===== config.mk =====
export PLATFORM = sky130hd
export DESIGN_NAME = div_sequencer
export DESIGN_NICKNAME = d
export VERILOG_FILES = /design/src/rtl/div_seq_pkg.sv /design/src/rtl/div_step.sv /design/src/rtl/div_sequencer.sv
export SDC_FILE = /design/constraint.sdc
export NUM_CORES = 1
export LEC_CHECK = 0
export ABC_AREA = 1
export BUFFER_PORTS_ARGS = -buffer_cell sky130_fd_sc_hd__buf_2
export CORE_MARGIN = 2
export CORE_UTILIZATION = 35
export CTS_CLUSTER_SIZE = 24
export DETAILED_ROUTE_END_ITERATION = 8
export PLACE_DENSITY = 0.57
export SKIP_LAST_GASP = 1
export SYNTH_ARGS = -nofsm -noshare
export SYNTH_HDL_FRONTEND = slang
export SYNTH_SLANG_ARGS = --single-unit

===== constraint.sdc =====
create_clock -name clock -period 2.39 [get_ports clock]
set_input_delay 0.1195 -clock clock [delete_from_list [all_inputs] [get_ports clock]]
set_output_delay 0.1195 -clock clock [all_outputs]
set_load 0.005 [all_outputs]

===== src/rtl/div_seq_pkg.sv =====
// rtl/div_seq_pkg.sv - shared types and constants for the hi/lo divide sequencer
//
// Contents:
//   div_state_t   - sequencer state encoding (IDLE, CALC, FIXUP, DONE)
//   DIV_WIDTH     - default operand/result width
//   DIV_LATENCY   - cycles from the accepting start edge to the done cycle, inclusive
//   DIV0_*        - result pattern for a zero divisor

package div_seq_pkg;

    typedef enum logic [1:0] {
        IDLE  = 2'd0,
        CALC  = 2'd1,
        FIXUP = 2'd2,
        DONE  = 2'd3
    } div_state_t;

    localparam int DIV_WIDTH   = 32;
    localparam int DIV_LATENCY = DIV_WIDTH + 2;

    // A zero divisor fills every quotient bit with this value, returns the
    // original dividend as remainder, and raises div_by_zero.
    localparam logic DIV0_LO_FILL = 1'b1;
    localparam logic DIV0_FLAG    = 1'b1;

endpackage


===== src/rtl/div_step.sv =====
// rtl/div_step.sv - one combinational restoring-divide iteration
//
// Ports:
//   rem      in  WIDTH  partial remainder (always < divisor between steps)
//   q        in  WIDTH  dividend/quotient shift register
//   divisor  in  WIDTH  magnitude of the divisor
//   rem_next out WIDTH  partial remainder after this step
//   q_next   out WIDTH  shift register after this step, new quotient bit in bit 0

module div_step #(
    parameter int WIDTH = 32
) (
    input  logic [WIDTH-1:0] rem,
    input  logic [WIDTH-1:0] q,
    input  logic [WIDTH-1:0] divisor,
    output logic [WIDTH-1:0] rem_next,
    output logic [WIDTH-1:0] q_next
);

    // Shift in the next dividend bit at WIDTH+1 bits so a remainder with its
    // MSB set (divisor above 2^(WIDTH-1)) is not lost.
    logic [WIDTH:0] rem_shift;
    logic [WIDTH:0] diff;
    logic           ge;
    logic           unused_diff_msb;

    assign rem_shift = {rem, q[WIDTH-1]};
    assign diff      = rem_shift - {1'b0, divisor};
    assign ge        = (rem_shift >= {1'b0, divisor});

    // Since rem < divisor, rem_shift < 2*divisor, so diff fits in WIDTH bits
    // whenever it is selected.
    assign unused_diff_msb = diff[WIDTH];

    always_comb begin
        rem_next = rem_shift[WIDTH-1:0];
        q_next   = {q[WIDTH-2:0], 1'b0};
        if (ge) begin
            rem_next = diff[WIDTH-1:0];
            q_next   = {q[WIDTH-2:0], 1'b1};
        end
    end

endmodule


===== src/rtl/div_sequencer.sv =====
// rtl/div_sequencer.sv - multi-cycle DIV/DIVU controller for the hi/lo resource
//
// Ports:
//   clock        in   1      system clock, rising edge
//   reset        in   1      synchronous active-high reset
//   start_e      in   1      divide issue from execute, accepted only in IDLE
//   is_signed_e  in   1      1 = DIV (signed), 0 = DIVU
//   dividend_e   in   WIDTH  rs value
//   divisor_e    in   WIDTH  rt value
//   mf_op_in_d   in   1      decode holds MFHI/MFLO
//   busy         out  1      divide in flight (CALC, FIXUP or DONE)
//   stall_d      out  1      hazard-unit stall: mf_op_in_d & busy
//   done         out  1      one-cycle pulse, div_hi/div_lo/div_by_zero valid
//   div_hi       out  WIDTH  remainder
//   div_lo       out  WIDTH  quotient
//   div_by_zero  out  1      divisor was zero

module div_sequencer
    import div_seq_pkg::*;
#(
    parameter int WIDTH = DIV_WIDTH
) (
    input  logic             clock,
    input  logic             reset,
    input  logic             start_e,
    input  logic             is_signed_e,
    input  logic [WIDTH-1:0] dividend_e,
    input  logic [WIDTH-1:0] divisor_e,
    input  logic             mf_op_in_d,
    output logic             busy,
    output logic             stall_d,
    output logic             done,
    output logic [WIDTH-1:0] div_hi,
    output logic [WIDTH-1:0] div_lo,
    output logic             div_by_zero
);

    localparam int CW = (WIDTH > 1) ? $clog2(WIDTH) : 1;

    div_state_t       state;
    div_state_t       state_next;
    logic [CW-1:0]    count;
    logic [WIDTH-1:0] rem_r;
    logic [WIDTH-1:0] q_r;
    logic [WIDTH-1:0] divisor_r;
    logic [WIDTH-1:0] dividend_raw;
    logic             neg_q;
    logic             neg_r;
    logic             zero_div;

    logic [WIDTH-1:0] rem_next;
    logic [WIDTH-1:0] q_next;
    logic [WIDTH-1:0] fix_hi;
    logic [WIDTH-1:0] fix_lo;

    div_step #(
        .WIDTH (WIDTH)
    ) u_step (
        .rem      (rem_r),
        .q        (q_r),
        .divisor  (divisor_r),
        .rem_next (rem_next),
        .q_next   (q_next)
    );

    always_comb begin
        state_next = state;
        case (state)
            IDLE:    if (start_e) state_next = CALC;
            CALC:    if (count == '0) state_next = FIXUP;
            FIXUP:   state_next = DONE;
            DONE:    state_next = IDLE;
            default: state_next = IDLE;
        endcase
    end

    // The zero-divisor result takes precedence over any sign correction.
    always_comb begin
        fix_lo = neg_q ? -q_r : q_r;
        fix_hi = neg_r ? -rem_r : rem_r;
        if (zero_div) begin
            fix_lo = {WIDTH{DIV0_LO_FILL}};
            fix_hi = dividend_raw;
        end
    end

    assign stall_d = mf_op_in_d & busy;

    always_ff @(posedge clock) begin
        if (reset) begin
            state        <= IDLE;
            count        <= '0;
            rem_r        <= '0;
            q_r          <= '0;
            divisor_r    <= '0;
            dividend_raw <= '0;
            neg_q        <= 1'b0;
            neg_r        <= 1'b0;
            zero_div     <= 1'b0;
            busy         <= 1'b0;
            done         <= 1'b0;
            div_hi       <= '0;
            div_lo       <= '0;
            div_by_zero  <= 1'b0;
        end else begin
            state <= state_next;
            busy  <= (state_next != IDLE);
            done  <= (state_next == DONE);
            case (state)
                IDLE: begin
                    if (start_e) begin
                        q_r          <= (is_signed_e && dividend_e[WIDTH-1]) ? -dividend_e : dividend_e;
                        divisor_r    <= (is_signed_e && divisor_e[WIDTH-1])  ? -divisor_e  : divisor_e;
                        dividend_raw <= dividend_e;
                        neg_q        <= is_signed_e & (dividend_e[WIDTH-1] ^ divisor_e[WIDTH-1]);
                        neg_r        <= is_signed_e & dividend_e[WIDTH-1];
                        zero_div     <= (divisor_e == '0);
                        rem_r        <= '0;
                        count        <= CW'(WIDTH - 1);
                    end
                end
                CALC: begin
                    rem_r <= rem_next;
                    q_r   <= q_next;
                    if (count != '0) count <= count - 1'b1;
                end
                FIXUP: begin
                    div_hi      <= fix_hi;
                    div_lo      <= fix_lo;
                    div_by_zero <= zero_div ? DIV0_FLAG : 1'b0;
                end
                default: ;
            endcase
        end
    end

endmodule


==> results.json <==
{
  "outcome": "finished, final reports clean",
  "crit_type": "register to register",
  "rsz0062_at_grt": "yes",
  "port_buffers": 136,
  "avgSynthCellArea_um2": 6.058,
  "cp.required_ns": 2.85,
  "cts_max_level": 1,
  "mostFrequentLayoutCells": "591 x nand2_1, 366 x inv_1, 232 x nor2_1",
  "routabilityCongestion": 0.9352,
  "finalClockSkew_ns": 0.01596,
  "core-area_mm2": 0.04055,
  "slew_viol_final": 0,
  "grt_pass1_wl_mm": 83.59,
  "endpoint_kind": "register",
  "fmax_ghz": 0.4414,
  "first_global_vias": 14730,
  "fp-row-count": 74,
  "ys_seq_area_frac": 0.2873,
  "dp.cells": 3002,
  "insertion_delay_ns": 0.55,
  "fin_total_pwr_w": 0.01717,
  "async_flop_share": 0,
  "drt.antenna.violating_nets": 0,
  "worst_pin_slew_ns": 0.7925,
  "fill_cells": 4391,
  "drcViolationCount": 0,
  "p_per_area_mw_per_mm2": 973.1,
  "drive_gt1_frac": 0.1392,
  "synth_flop_cell": "dfxtp_1",
  "ir_worst_vdd_mv": 0.6200,
  "avgRoutedWirePerCell_um": 17.66,
  "via_count": 16110,
  "fin_cells": 3104,
  "power_leakage_nw": 8.686,
  "start_util": 0.3522,
  "num-nets-final": 2659,
  "dp_hpwl_mm": 42.27,
  "worstPathMaxFanout": 16,
  "finalCritPeriodShare": 0.9478,
  "finalCriticalPeriod_ns": 2.265,
  "first_pass_iters": 5,
  "numCtsBuffers": 25,
  "hold_viol_final": 0,
  "cts.sinks": 205,
  "yosysWarningCount": 0,
  "setup_violations": 0,
  "r2r-end": "rem_r[27]",
  "cp-endpoint": "rem_r[27]",
  "dieWidth_um": 206.0,
  "syn_area_mm2": 0.01428,
  "grt.total_usage": 0.2537,
  "critPathLaunch": "divisor_r[27]",
  "r2r_cells": 12,
  "grt-ovfl-total": 0,
  "syn-num-nets": 2465,
  "antenna_found_initial": 1,
  "drt_wl_total_mm": 54.82,
  "timing.hold.ws_ns": 0.01818,
  "clockRootBuffer": "clkbuf_16",
  "layout_commonest_cell": "nand2_1",
  "die-area_mm2": 0.04245,
  "cp-start-kind": "register",
  "pin_count": 137,
  "ctsLongestPathBuffers": 3,
  "drt_iter0_drc": 1387,
  "drv_cap": 0,
  "cts_tree": "built",
  "ys_types": 48,
  "rr_startpoint": "divisor_r[27]",
  "ys_seq_elements": 205,
  "grt_max_degree": 118,
  "syn_inst": 2358,
  "max_slew_margin": 0.4704,
  "arrival_ns": 2.73,
  "placed_cell_area_mm2": 0.01589,
  "area_growth_pct": 23.55,
  "design_area_mm2": 0.01765,
  "synth_edf_count": 0,
  "min_path_type": "input port to register",
  "rrSetupSlack_ns": 0.12,
  "vias_per_cell": 5.189,
  "chipHeight_um": 206.0,
  "hp-start": "dividend_e[24]",
  "path_clk_slew_ns": 0.06
}
==> cells in the mapped netlist, types with 2 or more instances <==
library cell,instances,area [µm²]
nand2_1,605,2271
inv_1,377,1415
nor2_1,242,908.4
nand3_1,223,1116
dfxtp_1,205,4104
a21oi_1,141,705.7
o21ai_0,131,655.6
clkbuf_1,62,232.7
ha_1,37,462.9
xor2_1,37,324.1
nand4_1,34,212.7
a31oi_1,33,206.5
nor3_1,26,130.1
xnor2_1,25,219.0
o211ai_1,21,157.7
a22oi_1,13,97.59
buf_2,13,65.06
o221ai_1,13,113.9
buf_1,11,41.29
buf_6,10,112.6
o22ai_1,10,62.56
and2_1,9,56.30
nand3b_1,9,67.56
nor4_1,9,56.30
nor2_2,8,50.05
a211oi_1,7,52.55
nand2_2,5,31.28
or2_2,5,31.28
inv_2,4,15.01
o21ai_1,4,20.02
a221oi_1,3,26.28
nor2_4,3,33.78
nor3_4,3,48.80
a21o_1,2,15.01
nand3_2,2,20.02
nor3b_1,2,15.01
o21bai_1,2,15.01
or3_1,2,12.51
==> worst max-delay path, stage by stage (launching register included) <==
cell	delay (ns)
dfxtp_1	0.30
inv_1	0.27
ha_4	0.28
nand2_2	0.11
o21bai_1	0.13
a21oi_2	0.18
nand2_2	0.08
nor2_4	0.22
nand2_4	0.10
buf_12	0.16
nand2_1	0.07
nand3_1	0.09
a21oi_2	0.17
==> power by group <==
group / total [W] / internal [W] / switching, W
registers: 0.00409 / 0.00378 / 0.000317
logic: 0.00885 / 0.00314 / 0.00570
clock network: 0.00423 / 0.00257 / 0.00166
==> layer usage <==
layer  part of all wire  vias to the layer above  wire, µm  GRT usage
li1                   -                     7967         -          -
met1               0.48                     7460     26130     0.3747
met2               0.43                      589     23530     0.3834
met3              0.067                       91      3667    0.03390
met4              0.027                        0      1499    0.06888
met5                  0                        -         0          0
==> per-stage QoR <==
step	utilization	setup TNS [ns]	setup slack [ns]
3_5_place_dp	0.3918	0	0.001054
3_3_place_gp	0.3918	0	0.01670
6_report	0.4352	0	0.1246
2_1_floorplan	-	0	0.4967
5_1_grt	0.4352	-0.09770	-0.04531
4_1_cts	0.4272	0	0.01026
==> worst min path at each step <==
stage / slack [ns] / endpoint / depth (start not counted)
2_1_floorplan: 0.28 / dividend_raw[21] / 2
3_3_place_gp: 0.42 / dividend_raw[1] / 3
3_5_place_dp: 0.44 / dividend_raw[1] / 3
4_1_cts: 0.01 / dividend_raw[25] / 3
5_1_grt: 0.05 / divisor_r[13] / 4
6_report: 0.02 / dividend_raw[24] / 3
==> area by class of cell <==
type                       count  area [µm²]  share of cell area
tap                          532       665.6             0.03771
antenna                        1       2.502           0.0001418
sequential                   205        4114              0.2331
clock inverter                17       239.0             0.01354
timing repair buffer         264        1917              0.1086
multi-input combinational   1674        8600              0.4872
inverter                     382        1441             0.08167
clock buffer                  29       670.6             0.03800
==> sequential cells by signal (all words and copies together) (netlist names) <==
register / cells
busy: 1
div_hi: 32
div_lo: 32
done: 1
rem_r: 32
count: 5
div_by_zero: 1
zero_div: 1
neg_r: 1
neg_q: 1
q_r: 32
state: 2
divisor_r: 32
dividend_raw: 32
==> logic make-up after synthesis <==
family                     count (synthesis)  synth area share
and+or+nand+nor                         1191            0.3574
buffers and inverters                    479            0.1325
AOI/OAI and AO/OA                        383            0.1509
DFF                                      205            0.2873
xor gates and xnor gates                  62           0.03801
adders and majority gates                 38           0.03381
==> what timing repair did <==
| action | 4_1_cts | 5_1_grt |
|---|---|---|
| endpoints found under the setup margin | 1 | 35 |
| resized for setup | 1 | 71 |
| endpoints found under the hold margin | 60 | 0 |
| pin swaps | 0 | 7 |
| hold buffers | 52 | 0 |
| setup buffers | 0 | 2 |
| gates cloned | 0 | 1 |
No activity file was read; power rests on OpenSTA's default activity.
